**config.mk**
```make
export PLATFORM = sky130hd
export DESIGN_NAME = seg_wb_ctrl
export DESIGN_NICKNAME = d
export VERILOG_FILES = /design/src/rtl/seg_wb_ctrl.sv
export SDC_FILE = /design/constraint.sdc
export NUM_CORES = 1
export LEC_CHECK = 0
export BUFFER_PORTS_ARGS = -buffer_cell sky130_fd_sc_hd__buf_2
export CAP_MARGIN = 20
export CORE_MARGIN = 3
export CORE_UTILIZATION = 54
export DETAILED_ROUTE_END_ITERATION = 12
export PLACE_DENSITY = 0.81
export SLEW_MARGIN = 30
export SYNTH_ARGS = -nofsm -noshare
export SYNTH_HDL_FRONTEND = slang
export SYNTH_SLANG_ARGS = --single-unit
```
**constraint.sdc**
```tcl
create_clock -name clk -period 3.8 [get_ports clk]
set_input_delay 0.57 -clock clk [delete_from_list [all_inputs] [get_ports clk]]
set_output_delay 0.57 -clock clk [all_outputs]
set_load 0.1 [all_outputs]
```
**src/rtl/seg_wb_ctrl.sv**
```systemverilog
// seg_wb_ctrl: in-order write-back queue for the segment register file, with reader scoreboard.
// Define SEG_WB_BYPASS_EN to forward queued data to readers instead of stalling them.
module seg_wb_ctrl #(
   parameter int unsigned DEPTH = 4,
   parameter int unsigned DW    = 16,
   parameter int unsigned AW    = 3,
   localparam int unsigned CW   = $clog2(DEPTH + 1)
) (
   input  logic          clk,
   input  logic          rst,
   input  logic          in_valid,
   output logic          in_ready,
   input  logic [AW-1:0] in_seg,
   input  logic [DW-1:0] in_data,
   input  logic          flush,
   input  logic          wr_stall,
   output logic          wr_en,
   output logic [AW-1:0] wr_reg,
   output logic [DW-1:0] wr_data,
   output logic          cs_commit,
   input  logic [AW-1:0] rd_seg1,
   input  logic [AW-1:0] rd_seg2,
   input  logic [AW-1:0] rd_seg3,
   output logic          rd_hazard1,
   output logic          rd_hazard2,
   output logic          rd_hazard3,
   output logic          byp_hit1,
   output logic          byp_hit2,
   output logic          byp_hit3,
   output logic [DW-1:0] byp_data1,
   output logic [DW-1:0] byp_data2,
   output logic [DW-1:0] byp_data3,
   output logic [CW-1:0] count
);

   localparam int unsigned PW = $clog2(DEPTH);

   logic [AW-1:0]    seg_q [DEPTH];
   logic [AW-1:0]    seg_d [DEPTH];
   logic [DW-1:0]    data_q [DEPTH];
   logic [DW-1:0]    data_d [DEPTH];
   logic [DEPTH-1:0] valid_q, valid_d;
   logic [PW-1:0]    head_q, head_d;
   logic [PW-1:0]    tail_q, tail_d;
   logic [CW-1:0]    count_q, count_d;
   logic             cs_commit_q, cs_commit_d;

   logic push, pop, empty;

   assign empty    = (count_q == '0);
   assign in_ready = (count_q < CW'(DEPTH));
   assign push     = in_valid && in_ready && !flush;
   // Reset also gates the write port so nothing reaches the regfile at a reset edge.
   assign wr_en    = !empty && !wr_stall && !flush && !rst;
   assign pop      = wr_en;
   assign wr_reg   = seg_q[head_q];
   assign wr_data  = data_q[head_q];
   assign count    = count_q;
   assign cs_commit = cs_commit_q;

   always_comb begin
      head_d  = head_q;
      tail_d  = tail_q;
      count_d = count_q;
      valid_d = valid_q;
      seg_d   = seg_q;
      data_d  = data_q;
      if (flush) begin
         head_d  = '0;
         tail_d  = '0;
         count_d = '0;
         valid_d = '0;
      end else begin
         if (push) begin
            seg_d[tail_q]   = in_seg;
            data_d[tail_q]  = in_data;
            valid_d[tail_q] = 1'b1;
            tail_d          = tail_q + 1'b1;
         end
         if (pop) begin
            valid_d[head_q] = 1'b0;
            head_d          = head_q + 1'b1;
         end
         case ({push, pop})
            2'b10:   count_d = count_q + 1'b1;
            2'b01:   count_d = count_q - 1'b1;
            default: count_d = count_q;
         endcase
      end
   end

   assign cs_commit_d = wr_en && (wr_reg == AW'(1));

   always_ff @(posedge clk) begin
      if (rst) begin
         head_q      <= '0;
         tail_q      <= '0;
         count_q     <= '0;
         valid_q     <= '0;
         cs_commit_q <= 1'b0;
      end else begin
         head_q      <= head_d;
         tail_q      <= tail_d;
         count_q     <= count_d;
         valid_q     <= valid_d;
         cs_commit_q <= cs_commit_d;
         seg_q       <= seg_d;
         data_q      <= data_d;
      end
   end

   // Scan head to tail so the last match seen is the youngest entry.
   logic [2:0][AW-1:0] rd_seg;
   logic [2:0]         hit;
   logic [2:0][DW-1:0] hit_data;
   logic [PW-1:0]      idx;

   assign rd_seg = {rd_seg3, rd_seg2, rd_seg1};

   always_comb begin
      hit      = '0;
      hit_data = '0;
      idx      = '0;
      for (int r = 0; r < 3; r++) begin
         for (int i = 0; i < DEPTH; i++) begin
            idx = head_q + PW'(i);
            if (valid_q[idx] && (seg_q[idx] == rd_seg[r])) begin
               hit[r]      = 1'b1;
               hit_data[r] = data_q[idx];
            end
         end
      end
   end

`ifdef SEG_WB_BYPASS_EN
   assign {rd_hazard3, rd_hazard2, rd_hazard1} = 3'b000;
   assign {byp_hit3, byp_hit2, byp_hit1}       = hit;
   assign byp_data1 = hit_data[0];
   assign byp_data2 = hit_data[1];
   assign byp_data3 = hit_data[2];
`else
   assign {rd_hazard3, rd_hazard2, rd_hazard1} = hit;
   assign {byp_hit3, byp_hit2, byp_hit1}       = 3'b000;
   assign byp_data1 = '0;
   assign byp_data2 = '0;
   assign byp_data3 = '0;
   logic unused_hit_data;
   assign unused_hit_data = ^hit_data;
`endif

endmodule

```
Yosys cells after proc, flatten, opt, wreduce, memory -nomap -nowiden
Index checks and enable logic that the tools add are counted.
{"block": "classes", "addsub": 6, "mul": 0, "n_div": 0, "magnitude_cmp": 14, "eq_ne": 15, "n_shift": 0, "mux": 49, "bitwise": 10, "reduce_logical": 29}
{"operator": "64-bit bitwise mux", "n": 1}
{"operator": "16-bit 2-to-1 mux", "n": 3}
{"operator": "3-bit equality test", "n": 12}
{"operator": "16-bit binary-select mux with 2-bit select", "n": 1}
{"operator": "16-bit demux with 2-bit select", "n": 1}
{"operator": "3-bit 2-to-1 mux", "n": 9}
{"operator": "3-bit binary-select mux with 2-bit select", "n": 4}
{"operator": "1-bit logical AND", "n": 21}
{"operator": "1-bit 2-to-1 mux", "n": 18}
{"operator": "3-bit >= comparator (second input constant)", "n": 5}
{"operator": "2-bit by 3-bit < comparator with 1-bit output (second input constant)", "n": 5}
{"operator": "2-bit inverter with 3-bit output", "n": 5}
{"operator": "12-bit bitwise mux", "n": 1}
{"operator": "4-bit 2-to-1 mux", "n": 3}
{"operator": "1-bit binary-select mux with 2-bit select", "n": 4}
{"operator": "3-bit demux with 2-bit select", "n": 1}
{"operator": "3-bit case mux with 2 select lines", "n": 1}
{"operator": "2-bit by 1-bit adder with 2-bit output (second input constant)", "n": 2}
{"operator": "2-bit adder (second input constant)", "n": 2}
{"operator": "4-bit AND", "n": 1}
{"operator": "1-bit demux with 2-bit select", "n": 2}
{"operator": "2-bit by 1-bit >= comparator with 1-bit output (second input constant)", "n": 2}
{"operator": "1-bit zero test", "n": 4}
{"operator": "4-bit inverter", "n": 1}
{"operator": "13 further kinds", "n": 14}
{"block": "word_totals", "reg_bits": 88, "latchBits": 0, "mem_bits_rw": 0, "mem_bits_ro": 0, "wordCells": 136, "mem_count": 0}

Depth between registers and ports, before layout
{"block": "logic_depth", "word_depth": 10, "mapped_depth": 10}

Worst setup path before layout
OpenSTA, ideal clock, no wires.
{"block": "synth_path", "path_type": "reg-to-reg", "start": "register count_q[2] (netlist: count[2])", "end": "register count_q[2] (netlist: count[2])", "setup_time_ns": 0.071, "arrival_time_ns": 4.306, "required_time_ns": 3.729, "path_slack_ns": -0.577, "stages_incl_launch_ff": 9, "n_path_buf": 0, "cell_sequence": "dfxtp_1 -> inv_1 -> a311oi_4 -> ha_1 -> inv_1 -> fa_1 -> xor2_1 -> or3_1 -> a21oi_1"}
{"element": "start, declared", "line": "45", "text": "logic [CW-1:0] count_q, count_d;"}
{"element": "start signal, assigned", "line": "104", "text": "count_q <= count_d;"}
{"element": "3-bit < comparator *", "line": "51", "text": "assign in_ready = (count_q < CW'(DEPTH));"}
{"element": "named net in_ready", "line": "12", "text": "output logic in_ready,"}
{"element": "1-bit logical AND * (2 in series)", "line": "52", "text": "assign push = in_valid && in_ready && !flush;"}
{"element": "2-bit by 1-bit equality test with 1-bit output or 2-bit equality test (tied branches)", "line": "84", "text": "case ({push, pop})"}
{"element": "3-bit case mux with 2 select lines or 2-bit nonzero test (tied branches)"}
Mark *: on every way through the listed nets, which the timed path passes. The rest lies on a longest branch.
A chain may end at the register's enable or synchronous reset.

Worst setup path after layout
{"block": "layout_path", "start": "register head_q[0]", "end": "output port rd_hazard3"}
{"block": "layout_between", "elab_chain_cells": 10}
{"element": "start, declared", "line": "43", "text": "logic [PW-1:0] head_q, head_d;"}
{"element": "start signal, assigned", "line": "96", "text": "head_q <= '0;"}
{"element": "start signal, assigned", "line": "102", "text": "head_q <= head_d;"}
{"element": "2-bit by 1-bit adder with 2-bit output or 2-bit inverter with 3-bit output (tied branches)"}
{"element": "2-bit inverter with 3-bit output or 3-bit binary-select mux with 2-bit select (tied branches)"}
{"element": "3-bit binary-select mux with 2-bit select or 3-bit 2-to-1 mux (tied branches)", "line": "127", "text": "if (valid_q[idx] && (seg_q[idx] == rd_seg[r])) begin"}
{"element": "3-bit 2-to-1 mux (implied by the code)", "line": "127"}
{"element": "3-bit 2-to-1 mux (implied by the code) or 3-bit equality test (tied branches)", "line": "127"}
{"element": "3-bit equality test or 1-bit logical AND (tied branches)", "line": "127"}
{"element": "1-bit logical AND or 1-bit 2-to-1 mux (tied branches)", "line": "127"}
{"element": "1-bit 2-to-1 mux (2 in series)", "line": "127"}
{"element": "1-bit 2-to-1 mux *", "line": "127"}
{"element": "end, declared", "line": "26", "text": "output logic rd_hazard3,"}
Mark *: on every way between the ends. The rest lies on a longest branch, timed or not. The select of a mux whose other input is x is not followed.

==> parameters.txt <==
Parameter                              Value

CTS
  Number of sinks driven by the clock tree    88
  Clock input transition at the sequential cells of the worst setup and hold paths    0.09 ns
  Clock tree from TritonCTS    done
  Clock root buffer master    clkbuf_8
  Buffer count from post-CTS setup fixing    0
  Number of H-tree branching levels    3
  Clk buf depth    2
  Quantity of hold-fixing buffers added after cts    0
  Count of cells resized by post-cts repair    0
  TritonCTS Buffers    9
  Insertion delay of the later-clocked pin in the worst-skew pair    0.35 ns

Logic synthesis
  Post-synthesis cell type with the largest combined area    edfxtp_1
  Proportion of synthesized chip area in sequential cells    55.5%
  Post-synthesis compound-gate area fraction    2.29%
  Area share of the largest cell type after synthesis    50.2%
  Top cell types by occurrence after synthesis    76 x edfxtp_1, 51 x buf_4, 38 x xnor2_1
  Multiplexer area fraction after synthesis    16.1%
  Distinct cell type count after synthesis    29
  Cells after synthesis    295
  Proportion of register bits with asynchronous set or reset after synthesis    0%
  Synthesized cell area    4540 um^2
  Number of synthesis warnings    0
  Area fraction in and, or, nand and nor cells after synthesis    4.13%
  Number of register bits inferred by synthesis    88
  Most repeated cell in the gate-level netlist after synthesis    edfxtp_1
  Post-synth top flop    edfxtp_1
  Top area cells in the synthesized netlist    edfxtp_1 50%, mux4_2 14%, buf_4 8.4%
  Combinational family with the most area after synthesis    multiplexers
  Synthesized area divided by synthesized cell count    15.4 um^2
  Adder-cell share of the synthesized area    2.92%
  Area share of xor/xnor cells in the synthesized design    7.71%
  EDFF count, synth    76

Floorplanning
  Starting Density    57.3%
  Total Die Area    9550 um^2
  Die height    97.7 um
  Die boundary width    97.7 um
  Std cell rows    32
  Number of I/O pins    112
  Std-Cell Core Area    7930 um^2

Cells and area
  Fraction of layout instances using a drive strength above 1    33.2%
  Final standard cell area without fillers    5010 um^2
  Layout-stage area growth over the synthesis result    10.4%
  Final core area utilization    63.2%
  # nets final    396
  Filler instances    584
  Non-filler instance count after layout    460
  Final antenna diode count    0

Routing
  Met2 wire length    4090 um
  Iteration count of the initial detailed-routing pass    4
  Post-detailed-route DRC marker count    0
  Post-DRT Antenna Nets    0
  Via count    2,418
  Average vias per placed instance    5.26
  Routed met1 length    3160 um
  Initial DRC count    79
  Highest routed metal layer    met4
  Total length of routed met3 wires    630 um
  Routed WL    7950 um
  Routed WL per cell    17.3 um

Critical path
  Worst r2r path cells    8
  Path length in cells of the critical path    6
  Arrival time at the worst endpoint    2.60 ns
  Crit path capture type    output pin
  Slowest Stage Delay on Critical Path    0.68 ns
  Crit path launch type    flop
  Cell breakdown of the critical path    buf_4 > mux4_2 > xnor2_1 > nand4_1 > nand4_1 > buf_12
  Worst path top cell family by delay    multiplexers
  Crit-path max FO    35
  Master of the slowest instance on the critical path    mux4_2
  Number of buffer and inverter instances along the worst setup path    2
  Required time worst endpoint    3.23 ns
  CP Class    flop to output pin
  Cell repeated most along the worst path    nand4_1

Job
  Max-capacitance violation count    0

GRT
  GRT Total Usage    17.1%
  Vias in the first global route    2,554
  Total overflow reported by the global router    0
  First-pass GRT wire length    12,800 um
  Largest net degree at the start of global routing    36
  Initial antenna violation count    0

Power
  Worst IR Drop VDD    0.000484 V
  Power per Cell Area    426 nW/um^2
  Static leakage    1.75 nW
  Total power    2.14 mW

Placed design
  Cell area reported after detailed placement    4790 um^2
  Final HPWL from detailed placement    5660 um
  Port bufs    60
  Pre-CTS WS    0.878 ns
  GP Congestion    0.909
  Number of cells after detailed placement    444

Timing
  Slew headroom    60.5%
  Sum of negative setup slack    0 ns
  Ratio of final minimum period to clock period    83.3%
  RSZ-0062 raised after global routing    no
  Clock skew    0.0145 ns
  Maximum clock frequency    0.316 GHz
  Worst hold margin    0.432 ns
  Count of pins over their slew limit    0
  Final hold violations    0
  Final setup violation count    0
  Actual slew at the worst max-slew pin    0.593 ns
  Slack of the critical path    0.633 ns
  Final critical-path required period    3.17 ns

Outcome
  Run status    finished, final reports clean

Worst hold path
  Hold Path Cell Cnt    1
  Min-Delay Path Class    primary input to flop
## kinds of logic after synthesis
logic type	Yosys count
buffers and inverters	78
multiplexers	32
adder cells (fa/ha/maj)	10
flip-flops	88
other	1
XOR/XNOR	40
AND/OR/NAND/NOR	32
AO/OA/AOI/OAI	14
## per-layer routing
| layer | GRT usage [%] | up-vias |
|---|---|---|
| met4 | 5.22 | 0 |
| met2 | 29.9 | 104 |
| met1 | 20.1 | 1192 |
| li1 | - | 1115 |
| met3 | 5.81 | 7 |
| met5 | 0 | - |
## layout make-up
class / instances / area [um^2] / share of cell area [%]
sequential: 88 / 2530 / 50.4
multi-input combinational: 179 / 1700 / 34.0
timing repair buffer: 66 / 390 / 7.79
tap: 102 / 128 / 2.55
clock buffer: 9 / 124 / 2.47
clock inverter: 7 / 103 / 2.05
inverter: 9 / 37.5 / 0.749
## cell usage in the layout, fill, tap and decap left out, types with 2 or more instances in the layout
master / count
conb_1: 51
inv_6: 2
a21oi_1: 7
clkinv_4: 2
edfxtp_1: 76
xnor2_1: 38
bufinv_16: 2
dfxtp_1: 9
mux4_1: 3
clkbuf_8: 9
nand4_1: 15
a211oi_1: 4
dfxtp_2: 2
buf_12: 3
buf_2: 57
ha_1: 8
inv_1: 8
nor2_1: 8
xor2_1: 2
mux4_2: 29
clkinvlp_4: 2
buf_4: 6
and2_1: 4
## registers in the layout, summed over array words and instances (netlist names)
name / flops
tail_q: 2
valid_q: 4
count: 3
seg_q: 12
head_q: 2
data_q: 64
cs_commit: 1
## path summary, 6_finish.rpt
kind / start / to / slack, ns
worst min register to register: count[1] / count[1] / 0.53
worst max register to register: count[2] / count[2] / 1.41
worst max-delay path: head_q[0] / rd_hazard3 / 0.63
worst min-delay path: in_data[14] / data_q[14] / 0.43
## report_power, final
| part | total, mW | internal, mW | leakage (nW) | switching (mW) |
|---|---|---|---|---|
| clock | 0.710 | 0.377 | 0.110 | 0.333 |
| combinational | 0.367 | 0.0463 | 0.856 | 0.321 |
| sequential | 1.06 | 1.06 | 0.785 | 0.00400 |
No activity file was read; power rests on OpenSTA's default activity.
